===== src/rtl/row_fetcher_pkg.sv =====
// Constants shared by the row fetcher and the downstream bit-extraction stage.
// Both stages derive their widths and wrap points from these values.
package row_fetcher_pkg;
   localparam int ROW_BITS  = 1280;
   localparam int WORD_BITS = 32;
   localparam int ROWS      = 720;
   localparam int ADDR_W    = 16;
   localparam int WORDS     = ROW_BITS / WORD_BITS;
   localparam int ROW_NUM_W = $clog2(ROWS);
   localparam int WIDX_W    = $clog2(WORDS);

   function automatic logic [ROW_NUM_W-1:0] next_row(input logic [ROW_NUM_W-1:0] r);
      return (r == ROW_NUM_W'(ROWS - 1)) ? '0 : r + ROW_NUM_W'(1);
   endfunction
endpackage


===== src/rtl/row_fetcher_packer.sv =====
// Back buffer: drops one RAM word per write into its slot of the assembled row.
// row_nxt_o already includes this cycle's write, so a swap can take the final word on the same edge.
module row_packer
   import row_fetcher_pkg::*;
(
   input  logic                 clk_i,
   input  logic                 rst_i,
   input  logic                 wr_en_i,
   input  logic [WIDX_W-1:0]    wr_idx_i,
   input  logic [WORD_BITS-1:0] wr_word_i,
   output logic [ROW_BITS-1:0]  row_nxt_o
);
   logic [ROW_BITS-1:0] row_q;
   logic [ROW_BITS-1:0] row_d;

   always_comb begin
      row_d = row_q;
      if (wr_en_i) begin
         row_d[int'(wr_idx_i) * WORD_BITS +: WORD_BITS] = wr_word_i;
      end
   end

   always_ff @(posedge clk_i or posedge rst_i) begin
      if (rst_i) begin
         row_q <= '0;
      end else begin
         row_q <= row_d;
      end
   end

   assign row_nxt_o = row_d;
endmodule


===== src/rtl/row_fetcher.sv =====
// Double-buffered row fetcher: streams WORDS reads per row from the frame RAM into a back buffer.
// First row visible WORDS+1 cycles after reset; the downstream advance is never stalled, early ones flag underrun.
module row_fetcher
   import row_fetcher_pkg::*;
(
   input  logic                 clk,
   input  logic                 reset,
   output logic                 ram_rd_en,
   output logic [ADDR_W-1:0]    ram_addr,
   input  logic [WORD_BITS-1:0] ram_rdata,
   input  logic                 row_advance,
   output logic [ROW_BITS-1:0]  row_data,
   output logic                 row_valid,
   output logic [ROW_NUM_W-1:0] row_num,
   output logic                 underrun
);
   typedef enum logic [1:0] {FETCH, DRAIN, FULL} state_t;

   state_t               state_q;
   logic                 rd_en_q;
   logic [ADDR_W-1:0]    addr_q;
   logic [WIDX_W-1:0]    widx_q;
   logic                 wr_en_q;
   logic [WIDX_W-1:0]    wr_idx_q;
   logic [ROW_NUM_W-1:0] frow_q;
   logic [ROW_NUM_W-1:0] row_num_q;
   logic [ROW_BITS-1:0]  front_q;
   logic                 row_valid_q;
   logic                 underrun_q;
   logic                 pend_q;
   logic [ROW_BITS-1:0]  back_row;
   logic                 swap;

   row_packer u_packer (
      .clk_i     (clk),
      .rst_i     (reset),
      .wr_en_i   (wr_en_q),
      .wr_idx_i  (wr_idx_q),
      .wr_word_i (ram_rdata),
      .row_nxt_o (back_row)
   );

   // An advance seen during DRAIN lands on the edge that would enter FULL, so it is timely.
   always_comb begin
      swap = 1'b0;
      case (state_q)
         DRAIN:   swap = !row_valid_q || pend_q || row_advance;
         FULL:    swap = row_advance;
         default: swap = 1'b0;
      endcase
   end

   always_ff @(posedge clk or posedge reset) begin
      if (reset) begin
         state_q     <= FETCH;
         rd_en_q     <= 1'b0;
         addr_q      <= '0;
         widx_q      <= '0;
         wr_en_q     <= 1'b0;
         wr_idx_q    <= '0;
         frow_q      <= '0;
         row_num_q   <= '0;
         front_q     <= '0;
         row_valid_q <= 1'b0;
         underrun_q  <= 1'b0;
         pend_q      <= 1'b0;
      end else begin
         wr_en_q  <= rd_en_q;
         wr_idx_q <= widx_q;

         if (row_advance && (state_q == FETCH || !row_valid_q)) begin
            underrun_q <= 1'b1;
         end
         if (row_advance && state_q == FETCH) begin
            pend_q <= 1'b1;
         end

         case (state_q)
            FETCH: begin
               // Only the first cycle out of reset reaches FETCH with the strobe low.
               if (!rd_en_q) begin
                  rd_en_q <= 1'b1;
               end else if (widx_q == WIDX_W'(WORDS - 1)) begin
                  rd_en_q <= 1'b0;
                  state_q <= DRAIN;
               end else begin
                  widx_q <= widx_q + WIDX_W'(1);
                  addr_q <= addr_q + ADDR_W'(1);
               end
            end
            DRAIN: begin
               if (!swap) begin
                  state_q <= FULL;
               end
            end
            default: ;
         endcase

         if (swap) begin
            front_q     <= back_row;
            row_num_q   <= frow_q;
            row_valid_q <= 1'b1;
            pend_q      <= 1'b0;
            frow_q      <= next_row(frow_q);
            addr_q      <= (frow_q == ROW_NUM_W'(ROWS - 1)) ? '0 : addr_q + ADDR_W'(1);
            widx_q      <= '0;
            rd_en_q     <= 1'b1;
            state_q     <= FETCH;
         end
      end
   end

   assign ram_rd_en = rd_en_q;
   assign ram_addr  = addr_q;
   assign row_data  = front_q;
   assign row_valid = row_valid_q;
   assign row_num   = row_num_q;
   assign underrun  = underrun_q;
endmodule


===== config.mk =====
export PLATFORM = sky130hd
export DESIGN_NAME = row_fetcher
export DESIGN_NICKNAME = d
export VERILOG_FILES = /design/src/rtl/row_fetcher_pkg.sv /design/src/rtl/row_fetcher_packer.sv /design/src/rtl/row_fetcher.sv
export SDC_FILE = /design/constraint.sdc
export NUM_CORES = 2
export LEC_CHECK = 0
export CAP_MARGIN = 5
export CELL_PAD_IN_SITES_DETAIL_PLACEMENT = 1
export CELL_PAD_IN_SITES_GLOBAL_PLACEMENT = 2
export CORE_MARGIN = 8
export CORE_UTILIZATION = 35
export CTS_BUF_LIST = sky130_fd_sc_hd__clkbuf_4 sky130_fd_sc_hd__clkbuf_8 sky130_fd_sc_hd__clkbuf_16
export CTS_CLUSTER_SIZE = 10
export DETAILED_ROUTE_END_ITERATION = 8
export PLACE_DENSITY_LB_ADDON = 0.1
export SETUP_SLACK_MARGIN = 0.05
export SLEW_MARGIN = 20
export SYNTH_ARGS = -nofsm -noshare
export SYNTH_HDL_FRONTEND = slang
export SYNTH_SLANG_ARGS = --single-unit

===== constraint.sdc =====
create_clock -name clk -period 108.3 [get_ports clk]
set_input_delay 16.245 -clock clk [delete_from_list [all_inputs] [get_ports clk]]
set_output_delay 16.245 -clock clk [all_outputs]
set_load 0.02 [all_outputs]

After elaboration in Yosys (flattened, before gate mapping)
Index checks and enable logic that the tools add are counted.

Add/subtract/negate cells: 4. Multiply operators: 0. Divide/modulo/power cells: 0. Magnitude comparators: 0. Eq/ne operators: 7. Shift-type cells: 2. Mux-type cells: 23. Bitwise operators: 0. Reduce and logical (&&, ||, !) cells: 13.

Operator list (count): $bwmux 1280 (1); $mux 1280 (1); $shift 32x33->1280 const A (1); $shiftx 32x33->1280 (1); $mux 16 (5); $neg 11->33 (1); $mux 6 (4); $add 16x1->16 const B (1); $add 10x1->10 const B (1); $eq 10x10->1 const B (1); $mux 10 (1); $add 6x1->6 const B (1); $eq 6x6->1 const B (1); $mux 1 (6); $mux 2 (3); $reduce_and 3->1 (2); $reduce_bool 2->1 (3); $pmux 2 s2 (1); $logic_or 1x1->1 (3); $ne 3x2->1 const B (1); $ne 3x3->1 const B (1); $reduce_bool 3->1 (1); $eq 2x1->1 const B (1); $eq 2x2->1 const B (1); other kinds (5) (6).

Register bits after elaboration: 2615. Bits in latches: 0. RAM bits: 0. Bits in read-only memories: 0. Bits of input ports: 35. Output and inout bits: 1309. Logic and storage cells: 62. Memories: 0.

Longest topological paths before layout
Word-level depth: 6. Gate-level depth with buffers: 13. Depth with buffers taken out: 8.

Hierarchy
A second synthesis with hierarchy kept.

Cell total of the unflattened synthesis: 10130. Area, all modules: 99715.6 µm².

By module, submodules not included: row_fetcher (instances 1, cells an instance 5685, area each 50895.1 µm², seq. area each 33407.0 µm²); row_packer (instances 1, cells an instance 4445, area each 48820.6 µm², seq. area each 32030.7 µm²).

Worst setup path after synthesis
No wires, ideal clock.

Path type: input to register. Start: in row_advance. End: reg front_q[128] (netlist: row_data[128]). Library setup time: 0.141 ns. Arrival: 17.926 ns. Data required time: 108.159 ns. Setup slack: 90.233 ns. Stages on the path: 8. Path buffers: 4. Cells stage by stage: o21ai_0 a21boi_1 nor2_1 clkbuf_1 clkbuf_1 clkbuf_1 clkbuf_1 a31oi_1.

Longest elaborated chain between the ends: 2.

RTL lines: start: declaration (RTL line row_fetcher.sv:11) `input logic row_advance,`; $logic_or 1x1->1 (RTL line row_fetcher.sv:47) `DRAIN: swap = !row_valid_q || pend_q || row_advance;`; $pmux 1 s2 * (RTL line row_fetcher.sv:46) `case (state_q)`; end signal: assignment (RTL line row_fetcher.sv:100) `front_q <= back_row;`; end: declaration (RTL line row_fetcher.sv:27) `logic [ROW_BITS-1:0] front_q;`.

Every way passes the cells marked *; elsewhere a longest branch is shown, timed or not. A chain may end at the register's enable or synchronous reset.

Worst setup path after layout
Start: in row_advance. End: reg front_q[16] (netlist: row_data[16]).

Same word-level chain as after synthesis.

==> qor.csv <==
metric;value;unit
routed wire length;429;mm
Clock Skew;0.0678;ns
Max Fclk;45.9;MHz
CP delay by family, top;buffers and inverters;
total gr overflow;0;
synthesized flop and latch total;2615;
RSZ-0062 raised after global routing;no;
Global Route Usage Sum;0.274;
final worst slack;86.54;ns
PwrDens;17.5;nW/um^2
Routed Antenna Nets;0;
total setup buffers inserted after CTS;0;
count of input and output buffers;1343;
asr flop ratio synth;1.00;
VDD IR max;11.1;uV
Main synth FF type;dfrtp_1;
cts hold-fix bufs;0;
Max-Cap Viols;0;
Setup TNS Final;0;ns
largest net degree at the start of global routing;227;
Pins Over Slew Limit;0;
Crit path top cell by count;buf_4;
most frequent cells in the layout;dfrtp_1 (2,615), clkdlybuf4s50_1 (1,311), nand2_1 (1,136), mux2_2 (1,135), nor2_1 (499);
first-pass GRT wire length;609;mm
CTS Root Cell;clkbuf_16;
clk slew on worst S/H paths;0.05;ns
crit path max-delay cell type;nor2_4;
DRC;0;
Post-synth EDFFs;0;
core area;287000;sq um
syn nets;8213;
H-tree Lvls;5;
number of global-route vias before repair;76100;
commonest non-fill, non-tap cell in the layout;dfrtp_1;
Mean Syn Cell Area;12.4;sq um
CP cell instances;clkdlybuf4s50_1 -> o21ai_0 -> a21boi_1 -> nor2_4 -> buf_4 -> buf_4 -> buf_4 -> buf_4 -> buf_12 -> mux2_2;
Post-Place Worst Slack;85.72;ns
Die Y;553;um
fin crit share;0.201;
Fin. Hold Viols;0;
Rows;197;
total die area;306000;sq um
post-synth top area cell;dfrtp_1;
outcome;completed;
DR iter-0 viols;5131;
max incr delay on CP;0.80;ns
fraction of layout cells with a size suffix above 1;0.194;
ranking of synthesized cells by area;dfrtp_1 (65%), mux2_2 (13%), nand2_1 (4.2%);
area of the mapped netlist;101000;sq um
CP Max Fanout;159;
CP Class;input pin to flop;
Pre-antenna DRT Iters;5;
Clock Latency Late Sink;0.90;ns
post-route cell area;127000;sq um
CP Launch Type;input pin;
detailed placer's ending HPWL;282;mm
HP Class;flop to flop;
LEAKAGE;0.0543;uW
die width;553;um
Initial Util;0.351;
Final nets;9383;
Finish-stage setup viols;0;
Ys Warns;0;
via count;71900;
number of antenna violations at the first check in global routing;38;
Yosys top cell area share;0.648;
Area Growth Syn to Fin;26.1;%
CP Data Arrival Time;22.53;ns
via/cell ratio;5.43;
CP Capture Type;flop;
CTS sink count;2615;
Placed Area;118000;sq um
number of gates resized after CTS;0;
# IOs;1344;
Critical Path RT;109.07;ns
min Tclk post-route;21.76;ns
per-cell routed wire length;32.4;um
final hold slack;0.453;ns
Slew HR;0.218;
post-synth cell types;81;
CTS Buf Count;311;
Post-Syn Instances;8169;
Max clock buf depth;4;
crit path buf inv count;6;
Seq/Total Area, Yosys;0.648;
measured slew at the worst slew-check pin;1.17;ns
CTS tree;yes;
global placer's final weighted congestion;0.817;
state kept, by name, summed over array words and instances (netlist names):
signal and cells:
underrun 1, row_data 1280, frow_q 10, row_num 10, wr_idx_q 6, ram_rd_en 1, row_valid 1, widx_q 6
ram_addr 16, state_q 2, wr_en_q 1, pend_q 1, u_packer.row_q 1280
layer usage:
| layer | GRT usage | vias to the layer above | part of all wire |
|---|---|---|---|
| met5 | 0 | - | 0.000033 |
| met3 | 0.0604 | 590 | 0.060 |
| met1 | 0.369 | 38600 | 0.44 |
| li1 | - | 30600 | - |
| met4 | 0.112 | 2 | 0.049 |
| met2 | 0.429 | 2116 | 0.45 |
worst reg2reg max path, stage by stage, from the launching register on:
cell and delay, ns:
dfrtp_1 0.40, inv_1 0.11, ha_1 0.28, o21ai_0 0.13, a21boi_1 0.24, nor2_4 0.80
buf_4 0.77, buf_4 0.76, buf_4 0.72, buf_4 0.80, buf_12 0.68, mux2_2 0.78
path summary, 6_finish.rpt:
check                      slack [ns]        start  depth (start not counted)                  end
min in group asynchronous       15.86        reset                          2  u_packer.row_q[176]
min                              0.45    widx_q[5]                          0          wr_idx_q[5]
max reg2reg                    101.72   state_q[1]                         11         row_data[16]
max in group asynchronous       87.03        reset                          8        row_data[895]
max                             86.54  row_advance                         10         row_data[16]
min reg2reg                      0.45    widx_q[5]                          0          wr_idx_q[5]
power breakdown:
group	total [uW]	internal (uW)	switching [uW]
clock network	975	566	409
registers	1060	1030	31.8
logic	193	72.2	121
total	2230	1660	561
per-stage QoR:
step,total power [uW],std cells,util
floorplan,1160,8169,-
global placement,1270,12800,0.411
detailed placement,1270,12800,0.411
CTS,2260,13200,0.442
global route,2300,13200,0.443
finish,2230,13200,0.443
cell families (layout without fill, tap and decap cells):
group / count (synthesis) / in the layout / synth area share
other cells: 0 / 12 / 0
simple gates: 2344 / 2344 / 0.101
xor+xnor: 8 / 8 / 0.000769
fa+ha+maj: 9 / 9 / 0.00112
buf+inv: 809 / 2089 / 0.0322
mux: 1271 / 1271 / 0.142
flops: 2615 / 2615 / 0.648
compound gates: 1113 / 1113 / 0.0748
layout make-up:
| class | count | area [sq um] |
|---|---|---|
| Sequential cell | 2615 | 65400 |
| Timing Repair Buffer | 1500 | 14700 |
| Tap cell | 3781 | 4730 |
| Multi-Input combinational cell | 4745 | 32600 |
| Inverter | 166 | 631 |
| Clock buffer | 399 | 8700 |
| Fill cell | 29500 | 160000 |
| Antenna cell | 12 | 30.0 |
| Clock inverter | 24 | 397 |
cell usage after synthesis, types with 29 or more instances:
cell	count
a21oi_1	29
a2bb2oi_1	93
and3_1	104
mux2_2	1135
dfrtp_1	2615
mux2i_1	62
a22o_1	40
a221o_1	64
mux2_1	61
o2bb2ai_1	64
buf_2	71
o21ai_0	310
a31oi_1	446
nand4_1	78
nand2_1	1140
nand3_1	327
inv_1	166
nor2_1	504
buf_1	29
or3_1	130
clkbuf_1	524
Note: power is estimated with default switching activity, not from simulation.
